`src/rtl/hazard_ctrl.sv`:
```
`default_nettype none
// ============================================================================
// Module   : hazard_ctrl
// Function : Pipeline hazard unit: stall detection, D/E/M operand forwarding
//            selects and mult/div busy tracking for a 5-stage MIPS pipeline.
// Revision : 1.0 - initial release
// ============================================================================
module hazard_ctrl #(
  parameter int MULT_CYC = 5,
  parameter int DIV_CYC  = 10
) (
  input  logic       clk,
  input  logic       reset,
  input  logic [4:0] a1_d,
  input  logic [4:0] a2_d,
  input  logic [4:0] a3_d,
  input  logic [1:0] res_d,
  input  logic [1:0] tuse_rs,
  input  logic [1:0] tuse_rt,
  input  logic       md_d,
  input  logic       md_start_e,
  input  logic       md_op_e,
  output logic       stall,
  output logic [1:0] fwd_rs_d,
  output logic [1:0] fwd_rt_d,
  output logic [1:0] fwd_rs_e,
  output logic [1:0] fwd_rt_e,
  output logic       fwd_rt_m,
  output logic       md_busy
);

  localparam logic [1:0] c_res_alu   = 2'b01;
  localparam logic [1:0] c_res_dm    = 2'b10;
  localparam logic [1:0] c_tuse_none = 2'd3;
  localparam logic [1:0] c_fwd_rf    = 2'b00;
  localparam logic [1:0] c_fwd_e     = 2'b01;
  localparam logic [1:0] c_fwd_m     = 2'b10;
  localparam logic [1:0] c_fwd_w     = 2'b11;
  localparam logic [3:0] c_mult_cyc  = 4'(MULT_CYC);
  localparam logic [3:0] c_div_cyc   = 4'(DIV_CYC);

  logic [4:0] r_a1_e, r_a2_e, r_a3_e;
  logic [1:0] r_tnew_e;
  logic [4:0] r_a2_m, r_a3_m;
  logic [1:0] r_tnew_m;
  logic [4:0] r_a3_w;
  logic [1:0] r_tnew_w;
  logic [3:0] r_md_cnt;

  logic [1:0] w_tnew_d;
  logic [1:0] w_tnew_m_next;
  logic       w_haz_rs, w_haz_rt, w_haz_md;

  // A producer blocks a consumer only while its result is further away than the use.
  function automatic logic f_hazard(
    input logic [4:0] a,    input logic [1:0] tuse,
    input logic [4:0] a3e,  input logic [1:0] tne,
    input logic [4:0] a3m,  input logic [1:0] tnm
  );
    logic hit;
    hit = 1'b0;
    if (a != 5'd0 && tuse != c_tuse_none) begin
      if (a == a3e && tne > tuse) hit = 1'b1;
      if (a == a3m && tnm > tuse) hit = 1'b1;
    end
    return hit;
  endfunction

  function automatic logic [1:0] f_fwd_d(
    input logic [4:0] a,
    input logic [4:0] a3e, input logic [1:0] tne,
    input logic [4:0] a3m, input logic [1:0] tnm,
    input logic [4:0] a3w, input logic [1:0] tnw
  );
    logic [1:0] sel;
    sel = c_fwd_rf;
    if (a != 5'd0) begin
      if (a == a3e && tne == 2'd0)      sel = c_fwd_e;
      else if (a == a3m && tnm == 2'd0) sel = c_fwd_m;
      else if (a == a3w && tnw == 2'd0) sel = c_fwd_w;
    end
    return sel;
  endfunction

  function automatic logic [1:0] f_fwd_e(
    input logic [4:0] a,
    input logic [4:0] a3m, input logic [1:0] tnm,
    input logic [4:0] a3w, input logic [1:0] tnw
  );
    logic [1:0] sel;
    sel = c_fwd_rf;
    if (a != 5'd0) begin
      if (a == a3m && tnm == 2'd0)      sel = c_fwd_m;
      else if (a == a3w && tnw == 2'd0) sel = c_fwd_w;
    end
    return sel;
  endfunction

  always_comb begin
    w_tnew_d = 2'd0;
    case (res_d)
      c_res_alu: w_tnew_d = 2'd1;
      c_res_dm:  w_tnew_d = 2'd2;
      default:   w_tnew_d = 2'd0;
    endcase
  end

  assign w_tnew_m_next = (r_tnew_e == 2'd0) ? 2'd0 : r_tnew_e - 2'd1;

  always_comb begin
    w_haz_rs = f_hazard(a1_d, tuse_rs, r_a3_e, r_tnew_e, r_a3_m, r_tnew_m);
    w_haz_rt = f_hazard(a2_d, tuse_rt, r_a3_e, r_tnew_e, r_a3_m, r_tnew_m);
    w_haz_md = md_d && (md_busy || md_start_e);
    stall    = w_haz_rs || w_haz_rt || w_haz_md;
  end

  always_comb begin
    fwd_rs_d = f_fwd_d(a1_d, r_a3_e, r_tnew_e, r_a3_m, r_tnew_m, r_a3_w, r_tnew_w);
    fwd_rt_d = f_fwd_d(a2_d, r_a3_e, r_tnew_e, r_a3_m, r_tnew_m, r_a3_w, r_tnew_w);
    fwd_rs_e = f_fwd_e(r_a1_e, r_a3_m, r_tnew_m, r_a3_w, r_tnew_w);
    fwd_rt_e = f_fwd_e(r_a2_e, r_a3_m, r_tnew_m, r_a3_w, r_tnew_w);
    fwd_rt_m = (r_a2_m != 5'd0) && (r_a2_m == r_a3_w);
  end

  // A stalled D instruction is replaced by a bubble in E; M and W always advance.
  always_ff @(posedge clk or negedge reset) begin
    if (!reset) begin
      r_a1_e   <= '0;
      r_a2_e   <= '0;
      r_a3_e   <= '0;
      r_tnew_e <= '0;
      r_a2_m   <= '0;
      r_a3_m   <= '0;
      r_tnew_m <= '0;
      r_a3_w   <= '0;
      r_tnew_w <= '0;
    end else begin
      if (stall) begin
        r_a1_e   <= '0;
        r_a2_e   <= '0;
        r_a3_e   <= '0;
        r_tnew_e <= '0;
      end else begin
        r_a1_e   <= a1_d;
        r_a2_e   <= a2_d;
        r_a3_e   <= a3_d;
        r_tnew_e <= w_tnew_d;
      end
      r_a2_m   <= r_a2_e;
      r_a3_m   <= r_a3_e;
      r_tnew_m <= w_tnew_m_next;
      r_a3_w   <= r_a3_m;
      r_tnew_w <= 2'd0;
    end
  end

  always_ff @(posedge clk or negedge reset) begin
    if (!reset) begin
      r_md_cnt <= '0;
    end else if (md_start_e) begin
      r_md_cnt <= md_op_e ? c_div_cyc : c_mult_cyc;
    end else if (r_md_cnt != 4'd0) begin
      r_md_cnt <= r_md_cnt - 4'd1;
    end
  end

  assign md_busy = (r_md_cnt != 4'd0);

endmodule
`default_nettype wire

```
`config.mk`:
```
export PLATFORM = sky130hd
export DESIGN_NAME = hazard_ctrl
export DESIGN_NICKNAME = d
export VERILOG_FILES = /design/src/rtl/hazard_ctrl.sv
export SDC_FILE = /design/constraint.sdc
export NUM_CORES = 1
export LEC_CHECK = 0
export CELL_PAD_IN_SITES_DETAIL_PLACEMENT = 1
export CELL_PAD_IN_SITES_GLOBAL_PLACEMENT = 1
export CORE_MARGIN = 2
export CORE_UTILIZATION = 42
export CTS_CLUSTER_DIAMETER = 60
export DETAILED_ROUTE_END_ITERATION = 10
export PLACE_DENSITY = 0.79
export SLEW_MARGIN = 20
export SYNTH_ARGS = -nofsm -noshare
export SYNTH_HDL_FRONTEND = slang
export SYNTH_SLANG_ARGS = --single-unit
```
`constraint.sdc`:
```
create_clock -name clk -period 3 [get_ports clk]
set_clock_uncertainty 0.05 [all_clocks]
set_input_delay 0.6 -clock clk [delete_from_list [all_inputs] [get_ports clk]]
set_output_delay 0.6 -clock clk [all_outputs]
set_load 0.005 [all_outputs]
```
==> results of run 1 <==
## routing by layer
| metal | global-route usage (%) | vias up | wire, microns | share of wire, % |
|---|---|---|---|---|
| met2 | 47.0 | 75 | 4620 | 54 |
| met5 | 0 | - | 0 | 0 |
| met3 | 4.67 | 19 | 458 | 5.3 |
| met1 | 30.4 | 1155 | 3320 | 39 |
| met4 | 10.2 | 0 | 200 | 2.3 |
| li1 | - | 994 | - | - |
## repair_timing
item | 4_1_cts | 5_1_grt
pin swaps | 9 | 15
hold buffers | 0 | 0
gates resized for setup | 40 | 35
setup buffers | 5 | 1
endpoints found under the setup margin | 5 | 6
## sequential cells by signal, indices dropped and copies added, names as in the netlist
| name | count |
|---|---|
| r_a1_e | 5 |
| r_a2_e | 5 |
| r_a2_m | 5 |
| r_a3_e | 5 |
| r_a3_m | 5 |
| r_a3_w | 5 |
| r_md_cnt | 4 |
| r_tnew_e | 2 |
| r_tnew_m | 2 |
## where the power goes
group | internal, uW | switching (uW) | total, uW | leakage, uW
Clock | 156 | 178 | 334 | 0.0000438
Sequential | 551 | 53.1 | 604 | 0.000487
Combinational | 206 | 206 | 412 | 0.000945
## cell families after synthesis
logic type / count (synthesis) / share of synthesized area (%)
and+or+nand+nor: 74 / 20.3
xor gates and xnor gates: 56 / 19.8
AOI/OAI and AO/OA: 41 / 12.4
DFF: 38 / 38.4
buffers and inverters: 21 / 3.95
adders and majority gates: 10 / 5.06
## through the flow
step | worst slack (ns) | util (%)
2_1_floorplan | 0.336 | -
3_3_place_gp | -0.600 | 55.4
3_5_place_dp | -0.658 | 55.4
4_1_cts | -0.138 | 58.6
5_1_grt | -0.0849 | 60.2
6_report | -0.0328 | 60.2
## path summary, 6_finish.rpt
check | from | end
max in group asynchronous | reset | r_a2_m[0]
hold / removal | reset | r_a1_e[1]
setup reg to reg | r_a3_m[0] | r_a2_e[1]
min in group clk | r_a3_e[0] | r_a3_m[0]
hold reg to reg | r_a3_e[0] | r_a3_m[0]
setup / recovery | a2_d[1] | stall
## synthesized netlist by cell type (all sizes together)
master	number	area, sq um
xnor2	27	236
a2111oi	2	55.1
clkbuf	6	22.5
nor3	7	35.0
ha	10	125
nor3b	2	15.0
buf	5	37.5
nand3	8	50.1
inv	10	37.5
or4b	3	30.0
nor4	20	169
dfrtp	38	951
and3	2	12.5
nor2	10	40.0
a21oi	7	35.0
nand2b	1	6.26
o22a	2	17.5
or3	4	30.0
or4	5	41.3
a211o	1	17.5
and3b	2	17.5
nand4	1	6.26
and2	2	12.5
o21a	2	15.0
o21ai	21	116
xor2	29	254
o31ai	4	35.0
nand2	3	11.3
a21o	2	16.3
nor2b	4	25.0
## cell type report
cell class / instances / area (sq um) / share of cell area (%)
repair buffers: 74 / 619 / 18.4
multi-input cells: 181 / 1600 / 47.3
clock inverters: 2 / 10.0 / 0.297
inverters: 10 / 37.5 / 1.11
well taps: 72 / 90.1 / 2.67
clock buffers: 5 / 68.8 / 2.04
flip-flops and latches: 38 / 951 / 28.2
==> impl_metrics.tcl, run 1 <==
set metrics [dict create \
    fin_setup_tns_ns -0.0328 \
    vias_per_cell 5.87 \
    place_congestion 0.815 \
    clk_pin_slew_ns 0.07 \
    root_buffer "clkbuf_8" \
    fmax_ghz 0.330 \
    vdd_drop_max_mv 0.207 \
    overflow 0 \
    fp.dieH_microns 80.7 \
    n_antenna_cell 0 \
    rows 27 \
    fin_worst_hold_slack_ns 0.356 \
    ys_ff_latch 38 \
    die_width_microns 80.7 \
    crit_path_max_incr_delay_ns 0.56 \
    numPortBuffers 36 \
    slew_headroom_pct 43.2 \
    fillers 620 \
    insertion_delay_ns 0.30 \
    area_growth_pct 36.4 \
    path_max_fanout 2 \
    final_cell_mix "dfrtp_1, buf_4, xor2_1" \
    rsz0062_at_grt "yes" \
    clock-sinks 38 \
    yosysWarnings 0 \
    postSynthCellCount 240 \
    start_util_pct 44.1 \
    critical_path.top_delay_family "simple AND/OR/NAND/NOR gates" \
    final_common_cell "dfrtp_1" \
    path_class "in -> out" \
    die-area_sq_mm 0.00652 \
    grt_max_degree 39 \
    first_pass_iters 4 \
    slew_violations 0 \
    max_cap_violations 0 \
    worstPathRequired_ns 2.35 \
    tritoncts.num_buffers 5 \
    tightest_slew_ns 0.852 \
    place_area_sq_mm 0.00311 \
    groute.usage.overall_pct 26.0 \
    start_kind "input port" \
    cts_buffer_depth 2 \
    antenna_found_initial 0 \
    wl_per_cell_microns 22.5 \
    crit_cells 6 \
    layout-drive-gt1-share_pct 32.6 \
    ant_nets 0 \
    yosysSeqAreaShare_pct 38.4 \
    via_count 2243 \
    critPathArrivalTime_ns 2.38 \
    rrSetupSlack_ns 0.77 \
    finalPower_uw 1350 \
    fin_ws_ns -0.0328 \
    grt_first_pass_wirelength_mm 12.5 \
    setup_viol 1 \
    postLayoutCellArea_sq_mm 0.00337 \
    critPathBufInv 2 \
    htree_levels 2 \
    reg2reg_depth 6 \
    wl_mm 8.59 \
    mappedNetlistNets 276 \
    io_pins 37 \
    power.density_mw_per_mm2 400 \
    grt_pass1_vias 2380 \
    syn-cell-area_sq_mm 0.00247 \
    dp.cells 370 \
    cpMostUsedCell "or4_4" \
    core_sq_mm 0.00561 \
    route.detailed.drc 0 \
    drtIter0Drc 70 \
    violations "negative setup slack" \
    finalCriticalPeriod_ns 3.03 \
    crit_path_end_kind "output pin" \
    path_cells "dlygate4sd2_1 > or4_4 > o21ai_4 > a2111oi_4 > or4_4 > buf_6" \
    syn_area_per_cell_sq_um 10.3 \
    hold_class "in -> async" \
    status "finished, violations left" \
    instances_no_fill 382 \
    yosys.cell_types.count 40 \
    hold_viol 0 \
    cts_tree "yes" \
    crit_slowest_cell "or4_4" \
    post-route-period-util_pct 101 \
    dpl.hpwl_mm 5.60 \
    final_nets 346 \
    leakagePower_uw 0.00148 \
]
Note: power is estimated with default switching activity, not from simulation.
==> run 2: changes to the inputs <==
--- a/config.mk
+++ b/config.mk
@@ -7,7 +7,6 @@
 export LEC_CHECK = 0
 export CELL_PAD_IN_SITES_DETAIL_PLACEMENT = 1
 export CELL_PAD_IN_SITES_GLOBAL_PLACEMENT = 1
-export CORE_MARGIN = 2
 export CORE_UTILIZATION = 42
 export CTS_CLUSTER_DIAMETER = 60
 export DETAILED_ROUTE_END_ITERATION = 10
==> impl_metrics.tcl, run 2 (synthesis gave the netlist of run 1 again) <==
set metrics [dict create \
    status "completed" \
    final_common_cell "dfrtp_1" \
    intPower_uw 937 \
    clk_pin_slew_ns 0.09 \
    place_area_sq_mm 0.00308 \
    start_kind "input port" \
    core_sq_mm 0.00561 \
    dpl.hpwl_mm 5.31 \
    io_pins 37 \
    insertion_delay_ns 0.30 \
    place_congestion 0.771 \
    cts_tree "yes" \
    max_cap_violations 0 \
    die-area_sq_mm 0.00620 \
    area_growth_pct 34.6 \
    power_switching_share_pct 32.2 \
    grt_pass1_vias 2334 \
    rows 27 \
    clock_power_share_pct 27.7 \
    layout-drive-gt1-share_pct 29.2 \
    fp.dieH_microns 78.7 \
    postLayoutCellArea_sq_mm 0.00333 \
    vdd_drop_max_mv 0.246 \
    final_nets 343 \
    path_max_fanout 2 \
    grt_max_degree 39 \
    clock-sinks 38 \
    worstPathRequired_ns 2.35 \
    tightest_slew_ns 0.846 \
    n_antenna_cell 0 \
    setup_viol 0 \
    power.density_mw_per_mm2 415 \
    cts_hold_buf 0 \
    leakagePower_uw 0.00146 \
    finalCriticalPeriod_ns 2.95 \
    wl_per_cell_microns 21.0 \
    antenna_found_initial 0 \
    first_pass_iters 4 \
    start_util_pct 44.1 \
    p_seq_share_pct 43.8 \
    grt_first_pass_wirelength_mm 12.8 \
    dp.cells 367 \
    wl_mm 7.98 \
    numPortBuffers 36 \
    htree_levels 2 \
    slew_headroom_pct 43.6 \
    drtIter0Drc 95 \
    slew_violations 0 \
    root_buffer "clkbuf_8" \
    die_width_microns 78.7 \
    overflow 0 \
    tritoncts.num_buffers 5 \
    hold_viol 0 \
    p_comb_share_pct 28.5 \
    hold_class "in -> async" \
    ant_nets 0 \
    crit_path_end_kind "output pin" \
    final_cell_mix "dfrtp_1, buf_4, xor2_1" \
    path_class "in -> out" \
    finalPower_uw 1380 \
    groute.usage.overall_pct 28.3 \
    fmax_ghz 0.338 \
    vias_per_cell 5.57 \
    route.detailed.drc 0 \
    post-route-period-util_pct 98.5 \
    cts_buffer_depth 2 \
    via_count 2117 \
    p_switching_uw 446 \
    critPathArrivalTime_ns 2.30 \
    instances_no_fill 380 \
    finish.utilization_pct 59.4 \
]
[run 2: worst paths after layout]
check	from	end	slack, ns	cells after the start
max	a2_d[1]	stall	0.05	7
min	reset	r_a3_e[4]	0.35	1
max reg2reg	r_md_cnt[0]	r_a2_e[1]	0.74	8
min reg2reg	r_a3_e[4]	r_a3_m[4]	0.40	0
max in group asynchronous	reset	r_md_cnt[2]	2.01	1
min in group clk	r_a3_e[4]	r_a3_m[4]	0.40	0
[run 2: per-layer routing]
| metal | vias to the layer above | wire [microns] | global-route usage [%] |
|---|---|---|---|
| li1 | 982 | - | - |
| met4 | 0 | 124 | 9.44 |
| met1 | 1077 | 3420 | 35.1 |
| met5 | - | 0 | 0 |
| met2 | 45 | 4220 | 50.1 |
| met3 | 13 | 216 | 4.14 |
[run 2: metrics by stage]
step | hold WS [ns] | setup TNS [ns] | worst slack (ns)
2_1_floorplan | 0.254 | 0 | 0.336
3_3_place_gp | 0.373 | -2.36 | -0.594
3_5_place_dp | 0.384 | -2.49 | -0.614
4_1_cts | 0.391 | -0.0956 | -0.0956
5_1_grt | 0.418 | -0.00556 | -0.00496
6_report | 0.349 | 0 | 0.0451
[run 2: timing repair]
action / CTS / global route
resized for setup: 45 / 24
pin swaps: 10 / 10
setup endpoints to repair: 5 / 4
setup buffers: 4 / 1
[run 2: cell type report]
type                    instances  area [sq um]
clock buffers                   6          82.6
clock inverters                 2          12.5
fillers                       628          2280
inverters                      10          37.5
multi-input cells             181          1560
flip-flops and latches         38           951
well taps                      72          90.1
repair buffers                 71           602
[run 2: power groups by stage]
stage | registers (uW) | clock network (uW) | logic, uW
2_1_floorplan | 590 | 0 | 210
6_report | 605 | 384 | 394
4_1_cts | 603 | 384 | 376
3_5_place_dp | 612 | 0 | 359
3_3_place_gp | 608 | 0 | 344
5_1_grt | 610 | 412 | 428
[run 2: worst max-delay path, cell delays in order]
cell      delay (ns)
clkbuf_2        0.11
or4_4           0.56
o21ai_4         0.20
a211o_4         0.13
nor2_2          0.03
or4_4           0.53
buf_6           0.13
